`config.mk`:
```
export PLATFORM = sky130hd
export DESIGN_NAME = mem_dma_master
export DESIGN_NICKNAME = d
export VERILOG_FILES = /design/src/rtl/mem_dma_master.sv
export SDC_FILE = /design/constraint.sdc
export NUM_CORES = 1
export LEC_CHECK = 0
export CORE_ASPECT_RATIO = 1.1
export CORE_MARGIN = 2
export CORE_UTILIZATION = 64
export DETAILED_ROUTE_END_ITERATION = 10
export DONT_BUFFER_PORTS = 1
export PLACE_DENSITY_LB_ADDON = 0.1
export SYNTH_ARGS = -nofsm -noshare
export SYNTH_HDL_FRONTEND = slang
export SYNTH_SLANG_ARGS = --single-unit
```
`constraint.sdc`:
```
create_clock -name clk -period 2.9 [get_ports clk]
set_input_delay 0.725 -clock clk [delete_from_list [all_inputs] [get_ports clk]]
set_output_delay 0.725 -clock clk [all_outputs]
set_load 0.02 [all_outputs]
```
`src/rtl/mem_dma_master.sv`:
```
// mem_dma_master
// ---------------------------------------------------------------------------
// Bus initiator that copies a block of 32-bit words from a source to a
// destination address over the core memory interface. Each word is one
// read request followed by one write request. A request stays up until the
// responder pulses mem_ack.
//
// Handshake: a request (mem_read or mem_write) is held with a stable
// mem_addr/mem_write_data until mem_ack is sampled high on a rising edge;
// that edge completes the transfer. The request outputs are masked by
// mem_ack so the responder never sees a request in its own ack cycle, and
// read and write are never requested together.
//
// Ports
//   clk, reset_n         clock, asynchronous active-low reset
//   start, abort         command launch (sampled in IDLE) / stop request
//   src_addr, dst_addr   byte addresses of first source / destination word
//   word_count           number of words to copy
//   busy, done, error    status: busy while active, one-cycle done pulse,
//                        sticky error (misalignment or timeout)
//   xfer_count           words fully written in the current/last command
//   mem_*                memory bus requester side
//   dbg_state            current FSM state (0 IDLE, 1 RD, 2 WR, 3 DONE)
// ---------------------------------------------------------------------------
module mem_dma_master #(
    parameter int TIMEOUT = 1024,
    parameter int CNT_W   = 16
) (
    input  logic             clk,
    input  logic             reset_n,
    input  logic             start,
    input  logic             abort,
    input  logic [31:0]      src_addr,
    input  logic [31:0]      dst_addr,
    input  logic [CNT_W-1:0] word_count,
    output logic             busy,
    output logic             done,
    output logic             error,
    output logic [CNT_W-1:0] xfer_count,
    output logic             mem_read,
    output logic             mem_write,
    input  logic             mem_ack,
    output logic [31:0]      mem_addr,
    input  logic [31:0]      mem_read_data,
    output logic [31:0]      mem_write_data,
    output logic [1:0]       dbg_state
);

    typedef enum logic [1:0] {
        S_IDLE = 2'd0,
        S_RD   = 2'd1,
        S_WR   = 2'd2,
        S_DONE = 2'd3
    } state_t;

    localparam int                TMO_W    = $clog2(TIMEOUT + 1);
    localparam logic [TMO_W-1:0]  TMO_LAST = TMO_W'(TIMEOUT - 1);

    state_t             state_q, state_d;
    logic [31:0]        src_q, src_d;
    logic [31:0]        dst_q, dst_d;
    logic [31:0]        addr_q, addr_d;
    logic [31:0]        buf_q, buf_d;
    logic [CNT_W-1:0]   rem_q, rem_d;
    logic [CNT_W-1:0]   xfer_q, xfer_d;
    logic [TMO_W-1:0]   tmo_q, tmo_d;
    logic               err_q, err_d;
    logic               abort_q, abort_d;
    // Commands that finish without bus activity spend one extra cycle in
    // DONE so their done pulse lands two cycles after start is accepted.
    logic               hold_q, hold_d;

    logic               misaligned;

    assign misaligned = (src_addr[1:0] != 2'b00) || (dst_addr[1:0] != 2'b00);

    always_ff @(posedge clk or negedge reset_n) begin
        if (!reset_n) begin
            state_q <= S_IDLE;
            src_q   <= '0;
            dst_q   <= '0;
            addr_q  <= '0;
            buf_q   <= '0;
            rem_q   <= '0;
            xfer_q  <= '0;
            tmo_q   <= '0;
            err_q   <= 1'b0;
            abort_q <= 1'b0;
            hold_q  <= 1'b0;
        end else begin
            state_q <= state_d;
            src_q   <= src_d;
            dst_q   <= dst_d;
            addr_q  <= addr_d;
            buf_q   <= buf_d;
            rem_q   <= rem_d;
            xfer_q  <= xfer_d;
            tmo_q   <= tmo_d;
            err_q   <= err_d;
            abort_q <= abort_d;
            hold_q  <= hold_d;
        end
    end

    always_comb begin
        state_d = state_q;
        src_d   = src_q;
        dst_d   = dst_q;
        addr_d  = addr_q;
        buf_d   = buf_q;
        rem_d   = rem_q;
        xfer_d  = xfer_q;
        tmo_d   = tmo_q;
        err_d   = err_q;
        abort_d = abort_q;
        hold_d  = hold_q;

        // Abort is remembered for the whole command, acted on after a write.
        if (state_q != S_IDLE && abort) begin
            abort_d = 1'b1;
        end

        case (state_q)
            S_IDLE: begin
                if (start) begin
                    src_d   = src_addr;
                    dst_d   = dst_addr;
                    rem_d   = word_count;
                    xfer_d  = '0;
                    tmo_d   = '0;
                    abort_d = 1'b0;
                    if (misaligned) begin
                        err_d   = 1'b1;
                        hold_d  = 1'b1;
                        state_d = S_DONE;
                    end else if (word_count == '0) begin
                        err_d   = 1'b0;
                        hold_d  = 1'b1;
                        state_d = S_DONE;
                    end else begin
                        err_d   = 1'b0;
                        addr_d  = src_addr;
                        state_d = S_RD;
                    end
                end
            end

            S_RD: begin
                if (mem_ack) begin
                    buf_d   = mem_read_data;
                    src_d   = src_q + 32'd4;
                    addr_d  = dst_q;
                    tmo_d   = '0;
                    state_d = S_WR;
                end else if (tmo_q == TMO_LAST) begin
                    err_d   = 1'b1;
                    state_d = S_DONE;
                end else begin
                    tmo_d = tmo_q + 1'b1;
                end
            end

            S_WR: begin
                if (mem_ack) begin
                    dst_d  = dst_q + 32'd4;
                    xfer_d = xfer_q + 1'b1;
                    rem_d  = rem_q - 1'b1;
                    tmo_d  = '0;
                    if (rem_q == CNT_W'(1) || abort_q || abort) begin
                        state_d = S_DONE;
                    end else begin
                        addr_d  = src_q;
                        state_d = S_RD;
                    end
                end else if (tmo_q == TMO_LAST) begin
                    err_d   = 1'b1;
                    state_d = S_DONE;
                end else begin
                    tmo_d = tmo_q + 1'b1;
                end
            end

            S_DONE: begin
                if (hold_q) begin
                    hold_d = 1'b0;
                end else begin
                    state_d = S_IDLE;
                end
            end

            default: begin
                state_d = S_IDLE;
            end
        endcase
    end

    // Requests come straight from the state register, masked in the ack cycle.
    assign mem_read       = (state_q == S_RD) & ~mem_ack;
    assign mem_write      = (state_q == S_WR) & ~mem_ack;
    assign mem_addr       = addr_q;
    assign mem_write_data = buf_q;
    assign busy           = (state_q != S_IDLE);
    assign done           = (state_q == S_DONE) & ~hold_q;
    assign error          = err_q;
    assign xfer_count     = xfer_q;
    assign dbg_state      = state_q;

endmodule

```
==> results.md, run 1 <==
* Outcome: complete, but fails checks
* Antenna Violating Nets Remaining at 0
* Critical Path End Type: flop
* Hold crit path type: in -> async
* Gr ovfl total at 0
* CP cell instances: inv_1 > ha_2 > buf_4 > and2_1 > a31oi_1 > a211oi_4 > buf_4 > mux2_2
* Psw at 6.404 mW
* Number of flops mapped to enable cells by yosys at 0
* Net Sw Frac at 0.4694
* Failing checks: hold timing
* Total Wirelength at 26380 µm
* Synth Area in Compound Gates at 0.1999
* # DRC at 0
* Primary FF master, synth: dfrtp_1
* Worst-path clk slew at 70 ps
* Die width at 121.9 µm
* Syn_area_per_cell at 9.090 µm²
* Crit-path most repeated cell: buf_4
* Total of max-cap violations at 0
* Crit path kind: reg -> reg
* Multiplexer share of the synthesized area at 0.09364
* Clk pwr share at 0.169
* Post-DP HPWL at 18010 µm
* Synth unique cells at 57
* Total core area at 0.01500 mm²
* Crit path max fanout at 32
* PortBufs at 0
* TritonCTS Buffers at 17
* Final setup TNS at 0 ps
* Synth top area share at 0.4503
* Overall global routing resource usage at 0.3254
* Syn_nets at 1204
* Clock tree from TritonCTS: built
* Int Power at 7.237 mW
* Count of pins over their slew limit at 0
* Power Total at 13.64 mW
* Max incr delay on CP at 410 ps
* Crit path launch type: flop
* Final hold slack at -20.49 ps
* Final instance area at 0.01058 mm²
* Final setup vio count at 0
* Combinational family with the most area after synthesis: compound AO/OA/AOI/OAI gates
* Leakage at 4.231 nW
* Clock sinks at 176
* Power per cell area at 1289 mW/mm²
* Clock buffer depth at 2
* Top cell type by total area after synthesis: dfrtp_1
* Most frequent cells in the layout: dfrtp_1 (176), a21oi_1 (104), nand2_1 (99)
* CP Data Arrival Time at 2830 ps
* Pre-CTS WS at 344.1 ps
* Register area share after synthesis at 0.4503
* YS warnings at 0
* Xor/xnor share of the synthesized area at 0.008059
* Maximum operating frequency at 397.6 MHz
* Global-route wire length before repair at 41470 µm
* Nets at 1176
* Vias per cell at 6.831
* Pre-Repair DR Iteration Count at 6
* Fin worst setup slack at 384.8 ps
* ANT cells at 0
* Vias in the first global route at 7994
* # IOs at 204
* Peak supply drop at 0.6729 mV
* Async SR Flop Fraction at 1.000
* Worst-Skew Late Latency at 440 ps
* Post-Syn Area at 0.009781 mm²
* Area delta synth->final at 8.213%
* Row Count at 47
* CP required at 3220 ps
* Flop-to-flop setup slack at 380 ps
* Layout cell share with drive strength beyond 1 at 0.1301
* Area contributors post-synth: dfrtp_1 (45%), mux2_2 (7.8%), a21oi_1 (5.3%)
* Clk_skew at 7.289 ps
* Most common cell after layout, fill and taps aside: dfrtp_1
* Drt first-iter violations at 741
* Synth Area in Adders at 0.01407
* WL/cell at 20.99 µm
* Die ar. at 0.01629 mm²
* Worst slew pin tran at 953.1 ps
* Post-Syn Instances at 1076
* Die Y at 133.7 µm
* Routability cong. at 0.9212
* Setup bufs post-CTS at 0
* Initial antenna violation count at 0
* Post-cts resize count at 0
* RSZ-0062 raised after global routing: no
* Post-Synth Simple-Gate Area at 0.1965
* Placement Cell Area at 0.009993 mm²
* H-tree depth at 4
* Reg power frac at 0.395
* Largest net degree at the start of global routing at 177
* Root buffer cell: clkbuf_16
* Slowest CP cell: buf_4
* #FFs+latches synth at 176
* Combinational power share at 0.436
* Vias after detailed routing at 8587
* Max_slew headroom at 0.3646
* Final hold vios at 46
* Initial Utilization at 0.6522
* Fin crit share at 0.8673
* Minimum clock period at 2515 ps
routing by layer:
layer | GRT usage | vias up | routed length [µm]
li1 | - | 3952 | -
met4 | 0.1201 | 0 | 767
met1 | 0.4362 | 4166 | 10650
met5 | 0 | - | 0
met2 | 0.5081 | 414 | 12480
met3 | 0.08990 | 55 | 2483
registers in the layout, indices dropped and copies added, names as in the netlist:
name,cells
mem_write_data,32
hold_q,1
tmo_q,11
mem_addr,32
xfer_count,16
dbg_state,2
abort_q,1
dst_q,32
src_q,32
error,1
rem_q,16
cell families (layout without fill, tap and decap cells):
logic type | count (synthesis) | count (layout)
AO/OA/AOI/OAI | 315 | 315
XOR/XNOR | 9 | 9
adder cells (fa/ha/maj) | 11 | 11
buffers and inverters | 93 | 78
flip-flops | 176 | 176
multiplexers | 83 | 83
AND/OR/NAND/NOR | 389 | 389
final timing paths:
path	start	to	cells past startpoint
max	dbg_state[0]	mem_addr[19]	8
min in group clk	start	abort_q	1
max in group asynchronous	reset_n	abort_q	0
max reg2reg	dbg_state[0]	mem_addr[19]	8
min	reset_n	tmo_q[3]	0
min reg2reg	tmo_q[6]	tmo_q[6]	1
cells in the mapped netlist (4+ instances only):
cell type  instances
dfrtp_1          176
or4_1              4
inv_1             19
nor3_1            27
and4_1             7
buf_1              9
mux2_2            68
and3_1            19
clkbuf_1          55
buf_2              8
nor4_1            22
xor2_1             4
nor2_1            86
nand3_1           50
xnor2_1            5
nand2_1           99
a21oi_1          104
ha_1              11
a31oi_1            7
o21ai_0           70
mux2i_1           15
o211ai_1           7
a221oi_1           8
a311oi_1           5
and2_1            10
nand2b_1           9
o22ai_1           25
or3_1             14
a21o_1             4
a32oi_1            7
a22oi_1           37
a2bb2oi_1          6
o311a_1            5
nand4_1           29
o21a_1             4
final cells by class:
cell class / instances / area, µm²
clock buffers: 17 / 425.4
clock inverters: 15 / 165.2
fillers: 1178 / 4412
inverters: 20 / 75.07
multi-input cells: 807 / 5049
flip-flops and latches: 176 / 4404
well taps: 196 / 245.2
repair buffers: 26 / 220.2
critical path, delay by kind of cell, from the launching register on:
| kind | cells | cell delay [ps] |
|---|---|---|
| buffers and inverters | 3 | 670 |
| multiplexers | 1 | 400 |
| AND/OR/NAND/NOR | 1 | 270 |
| AO/OA/AOI/OAI | 2 | 400 |
| adder cells (fa/ha/maj) | 1 | 230 |
| flip-flops | 1 | 400 |
per-stage QoR:
step,cells,util
floorplan,1076,-
global placement,1225,0.6664
detailed placement,1225,0.6664
CTS,1257,0.7058
global route,1257,0.7058
finish,1257,0.7058
power by group through the flow:
stage	clock, mW	combinational, mW	sequential [mW]
4_1_cts	2.32	5.90	5.36
6_report	2.30	5.95	5.39
2_1_floorplan	0	4.70	4.95
3_5_place_dp	0	5.89	5.39
3_3_place_gp	0	5.72	5.36
5_1_grt	2.44	6.59	5.53
No activity file was read; power rests on OpenSTA's default activity.
==> run 2, diff against run 1 <==
CTS_CLUSTER_DIAMETER = 200   (was not set)
==> results of run 2 <==
Same layout as run 1: the final DEF is identical, and so are final timing and power.
